==> config.mk <==
export PLATFORM = sky130hd
export DESIGN_NAME = byte_bus_master
export DESIGN_NICKNAME = d
export VERILOG_FILES = /design/src/rtl/byte_bus_master.sv
export SDC_FILE = /design/constraint.sdc
export NUM_CORES = 1
export LEC_CHECK = 0
export BUFFER_PORTS_ARGS = -buffer_cell sky130_fd_sc_hd__buf_2
export CAP_MARGIN = 10
export CORE_MARGIN = 5
export CORE_UTILIZATION = 40
export DETAILED_ROUTE_END_ITERATION = 8
export GPL_TIMING_DRIVEN = 1
export PLACE_DENSITY = 0.63
export RECOVER_POWER = 100
export REMOVE_ABC_BUFFERS = 1
export SETUP_SLACK_MARGIN = 0.1
export SYNTH_ARGS = -nofsm -noshare
export SYNTH_HDL_FRONTEND = slang
export SYNTH_SLANG_ARGS = --single-unit
==> constraint.sdc <==
create_clock -name clk -period 1.85 [get_ports clk]
set_input_delay 0.37 -clock clk [delete_from_list [all_inputs] [get_ports clk]]
set_output_delay 0.37 -clock clk [all_outputs]
set_load 0.005 [all_outputs]
==> src/rtl/byte_bus_master.sv <==
`default_nettype none
// ============================================================================
// Module   : byte_bus_master
// Purpose  : Serial-command bus initiator. Decodes read/write command bytes,
//            issues single-word rd/wr accesses and streams response bytes.
//            Optional macro BYTE_BUS_MASTER_AUTOINC_EN adds write-next (0x03)
//            and read-next (0x04) opcodes using addr+4.
// Revision : 1.0 - initial release
// ============================================================================
module byte_bus_master #(
    parameter int unsigned RD_WAIT  = 0,
    parameter logic [7:0]  UNK_CODE = 8'hEE,
    parameter logic [7:0]  ACK_CODE = 8'hA5
) (
    input  logic        clk,
    input  logic        reset,
    input  logic [7:0]  rx_data,
    input  logic        rx_valid,
    output logic        rx_ready,
    output logic [7:0]  tx_data,
    output logic        tx_valid,
    input  logic        tx_ready,
    output logic        rd,
    output logic        wr,
    output logic [31:0] addr,
    output logic [31:0] wdata,
    input  logic [31:0] rdata,
    output logic        busy
);

    typedef enum logic [2:0] {
        IDLE  = 3'd0,
        ADDR  = 3'd1,
        DATA  = 3'd2,
        WRITE = 3'd3,
        READ  = 3'd4,
        RESP  = 3'd5
    } state_t;

    localparam logic [3:0] c_rd_wait = RD_WAIT[3:0];
    localparam logic [7:0] c_op_wr   = 8'h01;
    localparam logic [7:0] c_op_rd   = 8'h02;
`ifdef BYTE_BUS_MASTER_AUTOINC_EN
    localparam logic [7:0] c_op_wrn  = 8'h03;
    localparam logic [7:0] c_op_rdn  = 8'h04;
`endif

    state_t      r_state;
    state_t      w_state_nxt;
    logic        r_op_wr;
    logic [1:0]  r_cnt;
    logic [3:0]  r_wait;
    logic [31:0] r_addr;
    logic [31:0] r_wdata;
    logic [31:0] r_resp;
    logic [1:0]  r_resp_left;
`ifdef BYTE_BUS_MASTER_AUTOINC_EN
    logic        r_inc;
`endif

    logic w_rx_fire;
    logic w_tx_fire;

    assign rx_ready  = (r_state == IDLE) || (r_state == ADDR) || (r_state == DATA);
    assign w_rx_fire = rx_valid && rx_ready;
    assign tx_valid  = (r_state == RESP);
    assign w_tx_fire = tx_valid && tx_ready;
    assign tx_data   = r_resp[31:24];
    assign rd        = (r_state == READ);
    assign wr        = (r_state == WRITE);
    assign busy      = (r_state != IDLE);
    assign addr      = r_addr;
    assign wdata     = r_wdata;

    always_ff @(posedge clk) begin
        if (reset) begin
            r_state <= IDLE;
        end else begin
            r_state <= w_state_nxt;
        end
    end

    always_comb begin
        w_state_nxt = r_state;
        case (r_state)
            IDLE: begin
                if (w_rx_fire) begin
                    case (rx_data)
                        c_op_wr, c_op_rd: w_state_nxt = ADDR;
`ifdef BYTE_BUS_MASTER_AUTOINC_EN
                        c_op_wrn:         w_state_nxt = DATA;
                        c_op_rdn:         w_state_nxt = READ;
`endif
                        default:          w_state_nxt = RESP;
                    endcase
                end
            end
            ADDR: begin
                if (w_rx_fire && (r_cnt == 2'd3)) begin
                    w_state_nxt = r_op_wr ? DATA : READ;
                end
            end
            DATA: begin
                if (w_rx_fire && (r_cnt == 2'd3)) begin
                    w_state_nxt = WRITE;
                end
            end
            WRITE: w_state_nxt = RESP;
            READ: begin
                if (r_wait == c_rd_wait) begin
                    w_state_nxt = RESP;
                end
            end
            RESP: begin
                if (w_tx_fire && (r_resp_left == 2'd0)) begin
                    w_state_nxt = IDLE;
                end
            end
            default: w_state_nxt = IDLE;
        endcase
    end

    // Datapath: address/data shift registers, rd wait counter, response shifter
    always_ff @(posedge clk) begin
        if (reset) begin
            r_op_wr     <= 1'b0;
            r_cnt       <= 2'd0;
            r_wait      <= 4'd0;
            r_addr      <= 32'd0;
            r_wdata     <= 32'd0;
            r_resp      <= 32'd0;
            r_resp_left <= 2'd0;
`ifdef BYTE_BUS_MASTER_AUTOINC_EN
            r_inc       <= 1'b0;
`endif
        end else begin
            case (r_state)
                IDLE: begin
                    if (w_rx_fire) begin
                        r_cnt   <= 2'd0;
                        r_wait  <= 4'd0;
                        r_op_wr <= (rx_data == c_op_wr);
`ifdef BYTE_BUS_MASTER_AUTOINC_EN
                        r_inc   <= (rx_data == c_op_wrn);
                        if (rx_data == c_op_rdn) begin
                            r_addr <= r_addr + 32'd4;
                        end
`endif
                        r_resp      <= {UNK_CODE, 24'h0};
                        r_resp_left <= 2'd0;
                    end
                end
                ADDR: begin
                    if (w_rx_fire) begin
                        r_addr <= {r_addr[23:0], rx_data};
                        r_cnt  <= r_cnt + 2'd1;
                    end
                end
                DATA: begin
                    if (w_rx_fire) begin
                        r_wdata <= {r_wdata[23:0], rx_data};
                        r_cnt   <= r_cnt + 2'd1;
`ifdef BYTE_BUS_MASTER_AUTOINC_EN
                        if ((r_cnt == 2'd3) && r_inc) begin
                            r_addr <= r_addr + 32'd4;
                        end
`endif
                    end
                end
                WRITE: begin
                    r_resp      <= {ACK_CODE, 24'h0};
                    r_resp_left <= 2'd0;
                end
                READ: begin
                    if (r_wait == c_rd_wait) begin
                        r_resp      <= rdata;
                        r_resp_left <= 2'd3;
                    end else begin
                        r_wait <= r_wait + 4'd1;
                    end
                end
                RESP: begin
                    if (w_tx_fire) begin
                        r_resp      <= {r_resp[23:0], 8'h00};
                        r_resp_left <= r_resp_left - 2'd1;
                    end
                end
                default: ;
            endcase
        end
    end

endmodule
`default_nettype wire
==> results of run 1 <==
## sequential cells by signal, indices dropped and copies added, names as in the netlist
register and count:
r_resp_left 2, r_wait 4, r_resp 32, wdata 32, r_state 3, r_op_wr 1, r_cnt 2, addr 32
## cell type report
cell class / instances / area, um2 / area share, %
Sequential cell: 108 / 2170 / 36.6
Clock inverter: 6 / 71.3 / 1.20
Timing Repair Buffer: 161 / 955 / 16.1
Tap cell: 140 / 175 / 2.96
Inverter: 8 / 30.0 / 0.507
Clock buffer: 10 / 239 / 4.03
Multi-Input combinational cell: 371 / 2290 / 38.6
## cell families (layout without fill, tap and decap cells)
family	Yosys count	count (layout)	synth area share (%)
and+or+nand+nor	210	210	21.5
AOI/OAI and AO/OA	129	129	17.2
DFF	108	108	47.7
buffers and inverters	63	185	6.37
muxes	27	27	6.01
adders and majority gates	4	4	1.10
xor gates and xnor gates	1	1	0.193
## through the flow
| step | instance area, um2 | instances | hold slack [ps] | utilization (%) | worst slack, ps |
|---|---|---|---|---|---|
| finish | 5930 | 804 | 287 | 54.0 | -10.1 |
| global route | 5930 | 804 | 286 | 54.0 | -63.1 |
| CTS | 5820 | 802 | 276 | 53.0 | -13.6 |
| detailed placement | 5330 | 778 | 445 | 48.5 | -46.9 |
| global placement | 5330 | 778 | 438 | 48.5 | 77.9 |
| floorplan | 4280 | 487 | 437 | - | -1210 |
## worst paths after layout
kind                                 start         end  slack [ps]  depth (start not counted)
worst min register to register   wdata[28]   wdata[28]         450                          2
worst min-delay path            rx_data[4]     addr[4]         290                          3
worst max-delay path             r_wait[1]  r_resp[18]         -10                          7
worst max register to register   r_wait[1]  r_resp[18]         -10                          7
## report_power, final
group	leakage [nW]	total (W)	internal, W	switching [W]
Sequential	0.875	0.00253	0.00244	0.0000909
Combinational	1.19	0.00160	0.000681	0.000917
Clock	0.151	0.00198	0.00110	0.000883
Total	2.22	0.00612	0.00423	0.00189
## critical path: cells and delay by family (launching register included)
family	cells	cell delay, ps
simple gates	2	580
compound gates	2	500
flops	1	320
buf+inv	2	230
fa+ha+maj	1	130
## layer usage
layer | up-vias | wire (um)
li1 | 2114 | -
met3 | 21 | 563
met4 | 0 | 289
met2 | 113 | 6190
met1 | 1999 | 5460
met5 | - | 0
## cells in the final DEF (no fill, tap or decap), types with 3 or more instances in the layout
cell                        Yosys  routed
sky130_fd_sc_hd__nand2_1      134     133
sky130_fd_sc_hd__dfxtp_1      108     105
sky130_fd_sc_hd__a21oi_1       82      81
sky130_fd_sc_hd__buf_2          6      69
sky130_fd_sc_hd__clkbuf_1      36      50
sky130_fd_sc_hd__nand4_1       27      27
sky130_fd_sc_hd__buf_4          8      26
sky130_fd_sc_hd__mux2i_1       25      25
sky130_fd_sc_hd__o31ai_2        0      11
sky130_fd_sc_hd__nand3_1       11      11
sky130_fd_sc_hd__clkbuf_16      0       9
sky130_fd_sc_hd__buf_6          2       9
sky130_fd_sc_hd__nor3_1         8       7
sky130_fd_sc_hd__o21ai_0        7       6
sky130_fd_sc_hd__o31ai_4        0       6
sky130_fd_sc_hd__nor2_1         6       6
sky130_fd_sc_hd__inv_2          0       4
sky130_fd_sc_hd__o211a_1        4       4
sky130_fd_sc_hd__buf_12         0       4
sky130_fd_sc_hd__inv_1          7       3
sky130_fd_sc_hd__o31ai_1       20       3
sky130_fd_sc_hd__nor2b_1        5       3
sky130_fd_sc_hd__a311oi_1       4       3
sky130_fd_sc_hd__ha_1           4       3
sky130_fd_sc_hd__buf_8          0       3
## what timing repair did
| action | CTS | global route |
|---|---|---|
| setup endpoints to repair | 37 | 44 |
| pin swaps | 31 | 7 |
| cloned | 3 | 0 |
| resized for setup | 34 | 34 |
| buffers inserted | 5 | 2 |
==> impl_results.html, run 1 <==
<table>
<tr><th>Metric</th><th>Value</th></tr>
<tr><th colspan="2">Clock network</th></tr>
<tr><td>TritonCTS Sinks</td><td>108</td></tr>
<tr><td>Clk root buf</td><td>sky130_fd_sc_hd__clkbuf_16</td></tr>
<tr><td>Number of CTS-inserted buffers</td><td>9</td></tr>
<tr><td>Number of buffers on the longest clock path</td><td>2</td></tr>
<tr><td>Clock input transition at the sequential cells of the worst setup and hold paths</td><td>70 ps</td></tr>
<tr><td>Clock insertion delay at the later pin of the skew report</td><td>340 ps</td></tr>
<tr><td>H-tree depth reported by CTS</td><td>3</td></tr>
<tr><td>Total of hold buffers inserted after clock tree synthesis</td><td>0</td></tr>
<tr><td>TritonCTS clock tree</td><td>done</td></tr>
<tr><th colspan="2">Routing</th></tr>
<tr><td>Number of vias per cell</td><td>5.28</td></tr>
<tr><td>Avg WL per Cell</td><td>15.5 um</td></tr>
<tr><td>Wire length reported by the detailed router</td><td>12.5 mm</td></tr>
<tr><td>Vias after detailed routing</td><td>4,247</td></tr>
<tr><td>Number of routed nets with antenna violations</td><td>0</td></tr>
<tr><td>Count of TritonRoute iterations in the first routing pass</td><td>4</td></tr>
<tr><td>Number of DRC violations after detailed routing</td><td>0</td></tr>
<tr><td>Detailed router's first-iteration violation count</td><td>256</td></tr>
<tr><th colspan="2">Synth</th></tr>
<tr><td>Netlist area before placement</td><td>4540 um2</td></tr>
<tr><td>Number of enable-type register cells in the synthesized netlist</td><td>0</td></tr>
<tr><td>Register bit total from synthesis</td><td>108</td></tr>
<tr><td>Proportion of synthesized chip area in sequential cells</td><td>47.7%</td></tr>
<tr><td>Top cells by area, synth</td><td>sky130_fd_sc_hd__dfxtp_1, sky130_fd_sc_hd__nand2_1, sky130_fd_sc_hd__a21oi_1, sky130_fd_sc_hd__mux2i_1, sky130_fd_sc_hd__nand4_1</td></tr>
<tr><td>Synthesized netlist cell count</td><td>542</td></tr>
<tr><td>Post-Synthesis Mean Instance Area</td><td>8.37 um2</td></tr>
<tr><td>Total of warnings raised by yosys</td><td>0</td></tr>
<tr><td>Cell with the most instances after synthesis</td><td>sky130_fd_sc_hd__nand2_1</td></tr>
<tr><td>Post-synth top flop</td><td>sky130_fd_sc_hd__dfxtp_1</td></tr>
<tr><td>Asr flop ratio synth</td><td>0%</td></tr>
<tr><td>Dominant cell type by area after synthesis</td><td>sky130_fd_sc_hd__dfxtp_1</td></tr>
<tr><td>Share of Yosys cell area claimed by the top area cell type</td><td>47.7%</td></tr>
<tr><td>Post-synth top cells</td><td>sky130_fd_sc_hd__nand2_1, sky130_fd_sc_hd__dfxtp_1, sky130_fd_sc_hd__a21oi_1, sky130_fd_sc_hd__clkbuf_1, sky130_fd_sc_hd__nand4_1</td></tr>
<tr><td>Distinct cell type count after synthesis</td><td>49</td></tr>
<tr><th colspan="2">Power</th></tr>
<tr><td>Leakage power summed over all cells</td><td>2.22 nW</td></tr>
<tr><td>IR Drop Worst-Case VDD</td><td>0.553 mV</td></tr>
<tr><td>Power Dens Cells</td><td>1030 nW/um2</td></tr>
<tr><td>Final total power</td><td>0.00612 W</td></tr>
<tr><th colspan="2">Global route</th></tr>
<tr><td>Most used routing layer</td><td>met2</td></tr>
<tr><td>M3 GR Usage</td><td>3.21%</td></tr>
<tr><td>Remaining Overflow, GRT</td><td>0</td></tr>
<tr><td>Number of global-route vias before repair</td><td>4,085</td></tr>
<tr><td>Largest net degree at the start of global routing</td><td>71</td></tr>
<tr><td>Global Route met1 Usage</td><td>24.0%</td></tr>
<tr><td>Global-route track usage on met2</td><td>29.3%</td></tr>
<tr><td>Total global routing track utilization</td><td>18.2%</td></tr>
<tr><td>Wire length of the first global-routing pass</td><td>19.8 mm</td></tr>
<tr><td>Initial antenna violation count</td><td>0</td></tr>
<tr><th colspan="2">Critical path</th></tr>
<tr><td>Slowest Stage Delay on Critical Path</td><td>490 ps</td></tr>
<tr><td>Worst path cell trace</td><td>inv_2 -&gt; ha_4 -&gt; or4b_4 -&gt; o211ai_4 -&gt; nor2_4 -&gt; buf_8 -&gt; o31ai_2</td></tr>
<tr><td>Required time at the worst-slack endpoint</td><td>2110 ps</td></tr>
<tr><td>Type of element launching the critical path</td><td>flop</td></tr>
<tr><td>Critical Path End Type</td><td>flop</td></tr>
<tr><td>Kind of critical path</td><td>flop to flop</td></tr>
<tr><td>Critical-path cell with the highest stage delay</td><td>sky130_fd_sc_hd__or4b_4</td></tr>
<tr><td>Endpoint arrival time on the critical path</td><td>2120 ps</td></tr>
<tr><td>Largest fanout on the critical path</td><td>8</td></tr>
<tr><th colspan="2">Timing</th></tr>
<tr><td>Setup clock skew after layout</td><td>7.73 ps</td></tr>
<tr><td>Post-route setup TNS</td><td>-10.1 ps</td></tr>
<tr><td>Final hold violation count</td><td>0</td></tr>
<tr><td>RSZ-0062 raised after global routing</td><td>true</td></tr>
<tr><td>Final WS setup</td><td>-10.1 ps</td></tr>
<tr><td>Setup violation total in the final timing report</td><td>1</td></tr>
<tr><td>Final max-slew violation count</td><td>0</td></tr>
<tr><td>Min Clock Period, post-route</td><td>1860 ps</td></tr>
<tr><td>Upper clock frequency limit</td><td>0.538 GHz</td></tr>
<tr><td>Post-route fraction of the period consumed by the critical path</td><td>101%</td></tr>
<tr><td>Max-slew headroom</td><td>77.3%</td></tr>
<tr><td>Actual slew at the worst max-slew pin</td><td>338 ps</td></tr>
<tr><th colspan="2">Outcome</th></tr>
<tr><td>Violated checks</td><td>negative setup slack</td></tr>
<tr><td>Result of the run</td><td>finished, violations left</td></tr>
<tr><th colspan="2">Floorplanning</th></tr>
<tr><td>Row Count</td><td>38</td></tr>
<tr><td>Die boundary width</td><td>116 um</td></tr>
<tr><td>Area of the core region</td><td>11,000 um2</td></tr>
<tr><td>Number of ports placed on the die boundary</td><td>121</td></tr>
<tr><td>Overall die height</td><td>116 um</td></tr>
<tr><td>Die Outline Area</td><td>13,600 um2</td></tr>
<tr><td>Initial Util</td><td>41.3%</td></tr>
<tr><th colspan="2">Min path</th></tr>
<tr><td>Class of the tightest hold or removal check</td><td>primary input to flop</td></tr>
<tr><th colspan="2">Placement</th></tr>
<tr><td>Port-buffer cells</td><td>120</td></tr>
<tr><td>HPWL after DPL</td><td>8.42 mm</td></tr>
<tr><td>Placer congestion estimate</td><td>0.814</td></tr>
<tr><th colspan="2">Final layout</th></tr>
<tr><td>Fraction of final layout cells with drive strength greater than 1</td><td>25.5%</td></tr>
<tr><td>Number of diodes</td><td>0</td></tr>
<tr><td>Net total in the final layout</td><td>707</td></tr>
<tr><td>Fill cells</td><td>1,027</td></tr>
<tr><td>Post-synthesis to final-layout area growth</td><td>30.7%</td></tr>
<tr><th colspan="2">Flow run</th></tr>
<tr><td>Total of max-cap violations</td><td>0</td></tr>
</table>
No activity file was read; power rests on OpenSTA's default activity.
==> inputs of run 2 (changes only) <==
RECOVER_POWER = 25   (was 100)
==> impl_results.html, run 2 (same netlist as run 1, synthesis figures left out) <==
<table>
<tr><th>Metric</th><th>Value</th></tr>
<tr><th colspan="2">Outcome</th></tr>
<tr><td>Result of the run</td><td>finished, violations left</td></tr>
<tr><td>Violated checks</td><td>negative setup slack</td></tr>
<tr><th colspan="2">Flow run</th></tr>
<tr><td>Total of max-cap violations</td><td>0</td></tr>
<tr><th colspan="2">Global route</th></tr>
<tr><td>Largest net degree at the start of global routing</td><td>71</td></tr>
<tr><td>Remaining Overflow, GRT</td><td>0</td></tr>
<tr><td>Initial antenna violation count</td><td>0</td></tr>
<tr><td>Total global routing track utilization</td><td>18.2%</td></tr>
<tr><td>Number of global-route vias before repair</td><td>4,085</td></tr>
<tr><td>Wire length of the first global-routing pass</td><td>19.8 mm</td></tr>
<tr><th colspan="2">Floorplanning</th></tr>
<tr><td>Area of the core region</td><td>11,000 um2</td></tr>
<tr><td>Die Outline Area</td><td>13,600 um2</td></tr>
<tr><td>Number of ports placed on the die boundary</td><td>121</td></tr>
<tr><td>Die boundary width</td><td>116 um</td></tr>
<tr><td>Initial Util</td><td>41.3%</td></tr>
<tr><td>Row Count</td><td>38</td></tr>
<tr><td>Overall die height</td><td>116 um</td></tr>
<tr><th colspan="2">Power</th></tr>
<tr><td>Switching share of power</td><td>31.0%</td></tr>
<tr><td>Leakage power summed over all cells</td><td>2.34 nW</td></tr>
<tr><td>IR Drop Worst-Case VDD</td><td>0.552 mV</td></tr>
<tr><td>Total internal power</td><td>0.00423 W</td></tr>
<tr><td>Relative contribution of combinational cells to total power</td><td>26.2%</td></tr>
<tr><td>Clock network power share</td><td>32.5%</td></tr>
<tr><td>Power Dens Cells</td><td>1030 nW/um2</td></tr>
<tr><td>Net switching power</td><td>0.00190 W</td></tr>
<tr><td>Share of power burned in registers</td><td>41.3%</td></tr>
<tr><th colspan="2">Critical path</th></tr>
<tr><td>Largest fanout on the critical path</td><td>8</td></tr>
<tr><td>Type of element launching the critical path</td><td>flop</td></tr>
<tr><td>Kind of critical path</td><td>flop to flop</td></tr>
<tr><td>Endpoint arrival time on the critical path</td><td>2120 ps</td></tr>
<tr><td>Critical Path End Type</td><td>flop</td></tr>
<tr><td>Reg2Reg Setup Slack</td><td>-10 ps</td></tr>
<tr><td>Required time at the worst-slack endpoint</td><td>2100 ps</td></tr>
<tr><th colspan="2">Clock network</th></tr>
<tr><td>Total of hold buffers inserted after clock tree synthesis</td><td>0</td></tr>
<tr><td>TritonCTS Sinks</td><td>108</td></tr>
<tr><td>Clock insertion delay at the later pin of the skew report</td><td>340 ps</td></tr>
<tr><td>Number of buffers on the longest clock path</td><td>2</td></tr>
<tr><td>Number of CTS-inserted buffers</td><td>9</td></tr>
<tr><td>Clock input transition at the sequential cells of the worst setup and hold paths</td><td>70 ps</td></tr>
<tr><td>TritonCTS clock tree</td><td>done</td></tr>
<tr><td>H-tree depth reported by CTS</td><td>3</td></tr>
<tr><td>Clk root buf</td><td>sky130_fd_sc_hd__clkbuf_16</td></tr>
<tr><th colspan="2">Final layout</th></tr>
<tr><td>Commonest non-fill, non-tap cells in the layout</td><td>sky130_fd_sc_hd__nand2_1, sky130_fd_sc_hd__dfxtp_1, sky130_fd_sc_hd__buf_2</td></tr>
<tr><td>Post-synthesis to final-layout area growth</td><td>31.6%</td></tr>
<tr><td>Core Util, Final</td><td>54.3%</td></tr>
<tr><td>Number of diodes</td><td>0</td></tr>
<tr><td>Most common library cell in the layout ignoring fill and taps</td><td>sky130_fd_sc_hd__nand2_1</td></tr>
<tr><td>Fraction of final layout cells with drive strength greater than 1</td><td>29.7%</td></tr>
<tr><td>FF/Latch Area</td><td>2170 um2</td></tr>
<tr><td>Net total in the final layout</td><td>707</td></tr>
<tr><td>Fill cells</td><td>1,016</td></tr>
<tr><td>Footprint of the multi-input gates</td><td>2290 um2</td></tr>
<tr><th colspan="2">Timing</th></tr>
<tr><td>Max-slew headroom</td><td>76.5%</td></tr>
<tr><td>Final max-slew violation count</td><td>0</td></tr>
<tr><td>Setup clock skew after layout</td><td>8.36 ps</td></tr>
<tr><td>Final hold violation count</td><td>0</td></tr>
<tr><td>Setup violation total in the final timing report</td><td>1</td></tr>
<tr><td>Upper clock frequency limit</td><td>0.537 GHz</td></tr>
<tr><td>Post-route fraction of the period consumed by the critical path</td><td>101%</td></tr>
<tr><td>Actual slew at the worst max-slew pin</td><td>349 ps</td></tr>
<tr><td>Hold WS</td><td>288 ps</td></tr>
<tr><td>Min Clock Period, post-route</td><td>1860 ps</td></tr>
<tr><td>Final WS setup</td><td>-11.1 ps</td></tr>
<tr><td>RSZ-0062 raised after global routing</td><td>true</td></tr>
<tr><th colspan="2">Routing</th></tr>
<tr><td>Avg WL per Cell</td><td>15.6 um</td></tr>
<tr><td>Count of TritonRoute iterations in the first routing pass</td><td>4</td></tr>
<tr><td>Vias after detailed routing</td><td>4,254</td></tr>
<tr><td>Wire length reported by the detailed router</td><td>12.6 mm</td></tr>
<tr><td>Number of DRC violations after detailed routing</td><td>0</td></tr>
<tr><td>Number of vias per cell</td><td>5.29</td></tr>
<tr><td>Detailed router's first-iteration violation count</td><td>280</td></tr>
<tr><td>Number of routed nets with antenna violations</td><td>0</td></tr>
<tr><th colspan="2">Placement</th></tr>
<tr><td>HPWL after DPL</td><td>8.42 mm</td></tr>
<tr><td>Port-buffer cells</td><td>120</td></tr>
<tr><td>Setup slack at placement</td><td>-46.9 ps</td></tr>
<tr><td>Placer congestion estimate</td><td>0.814</td></tr>
<tr><th colspan="2">Min path</th></tr>
<tr><td>Class of the tightest hold or removal check</td><td>primary input to flop</td></tr>
</table>
[run 2: cell types whose count changed in the layout (fill, tap and decap cells not counted), sizes merged]
cell / previous run / this run
buf: 111 / 138
clkbuf: 60 / 33
[run 2: path summary, 6_finish.rpt]
| check | startpoint | to | depth (start not counted) |
|---|---|---|---|
| setup reg to reg | r_wait[1] | r_resp[18] | 7 |
| hold / removal | rx_data[4] | addr[4] | 3 |
| hold reg to reg | wdata[28] | wdata[28] | 2 |
| setup / recovery | r_wait[1] | r_resp[18] | 7 |
[run 2: power groups by stage]
stage / registers [W] / clock network [W] / logic (W)
after global placement: 0.00257 / 0 / 0.00124
final: 0.00254 / 0.00199 / 0.00161
after floorplan: 0.00265 / 0 / 0.000626
after CTS: 0.00253 / 0.00203 / 0.00144
after detailed placement: 0.00257 / 0 / 0.00127
after global routing: 0.00255 / 0.00213 / 0.00172
[run 2: repair_timing]
item / in CTS / in global routing
endpoints found under the setup margin: 37 / 44
pin swaps: 31 / 7
cloned: 3 / 0
resized for setup: 34 / 34
setup buffers: 5 / 2
[run 2: critical path, cell delays in order (launching register included)]
cell	delay [ps]
sky130_fd_sc_hd__dfxtp_2	320
sky130_fd_sc_hd__inv_2	70
sky130_fd_sc_hd__ha_4	130
sky130_fd_sc_hd__or4b_4	490
sky130_fd_sc_hd__o211ai_4	300
sky130_fd_sc_hd__nor2_4	90
sky130_fd_sc_hd__buf_8	160
sky130_fd_sc_hd__o31ai_2	200
[run 2: per-stage QoR]
| step | area (um2) | total power, W | instances | setup TNS (ps) |
|---|---|---|---|---|
| 2_1_floorplan | 4280 | 0.00328 | 487 | -89730 |
| 4_1_cts | 5820 | 0.00600 | 802 | -44.5 |
| 3_3_place_gp | 5330 | 0.00381 | 778 | 0 |
| 5_1_grt | 5970 | 0.00640 | 804 | -912 |
| 3_5_place_dp | 5330 | 0.00384 | 778 | -58.4 |
| 6_report | 5970 | 0.00614 | 804 | -11.1 |
[run 2: layout make-up]
| cell class | instances | area share, % |
|---|---|---|
| clock buffers | 10 | 4.01 |
| clock inverters | 6 | 1.20 |
| inverters | 8 | 0.503 |
| multi-input cells | 371 | 38.4 |
| flip-flops and latches | 108 | 36.4 |
| well taps | 140 | 2.94 |
| repair buffers | 161 | 16.6 |
[run 2: per-layer routing]
layer	share of wire (%)	global-route usage, %	up-vias
met4	2.3	7.73	0
li1	-	-	2118
met2	49	29.3	98
met5	0	0	-
met1	45	24.0	2017
met3	4.1	3.21	21
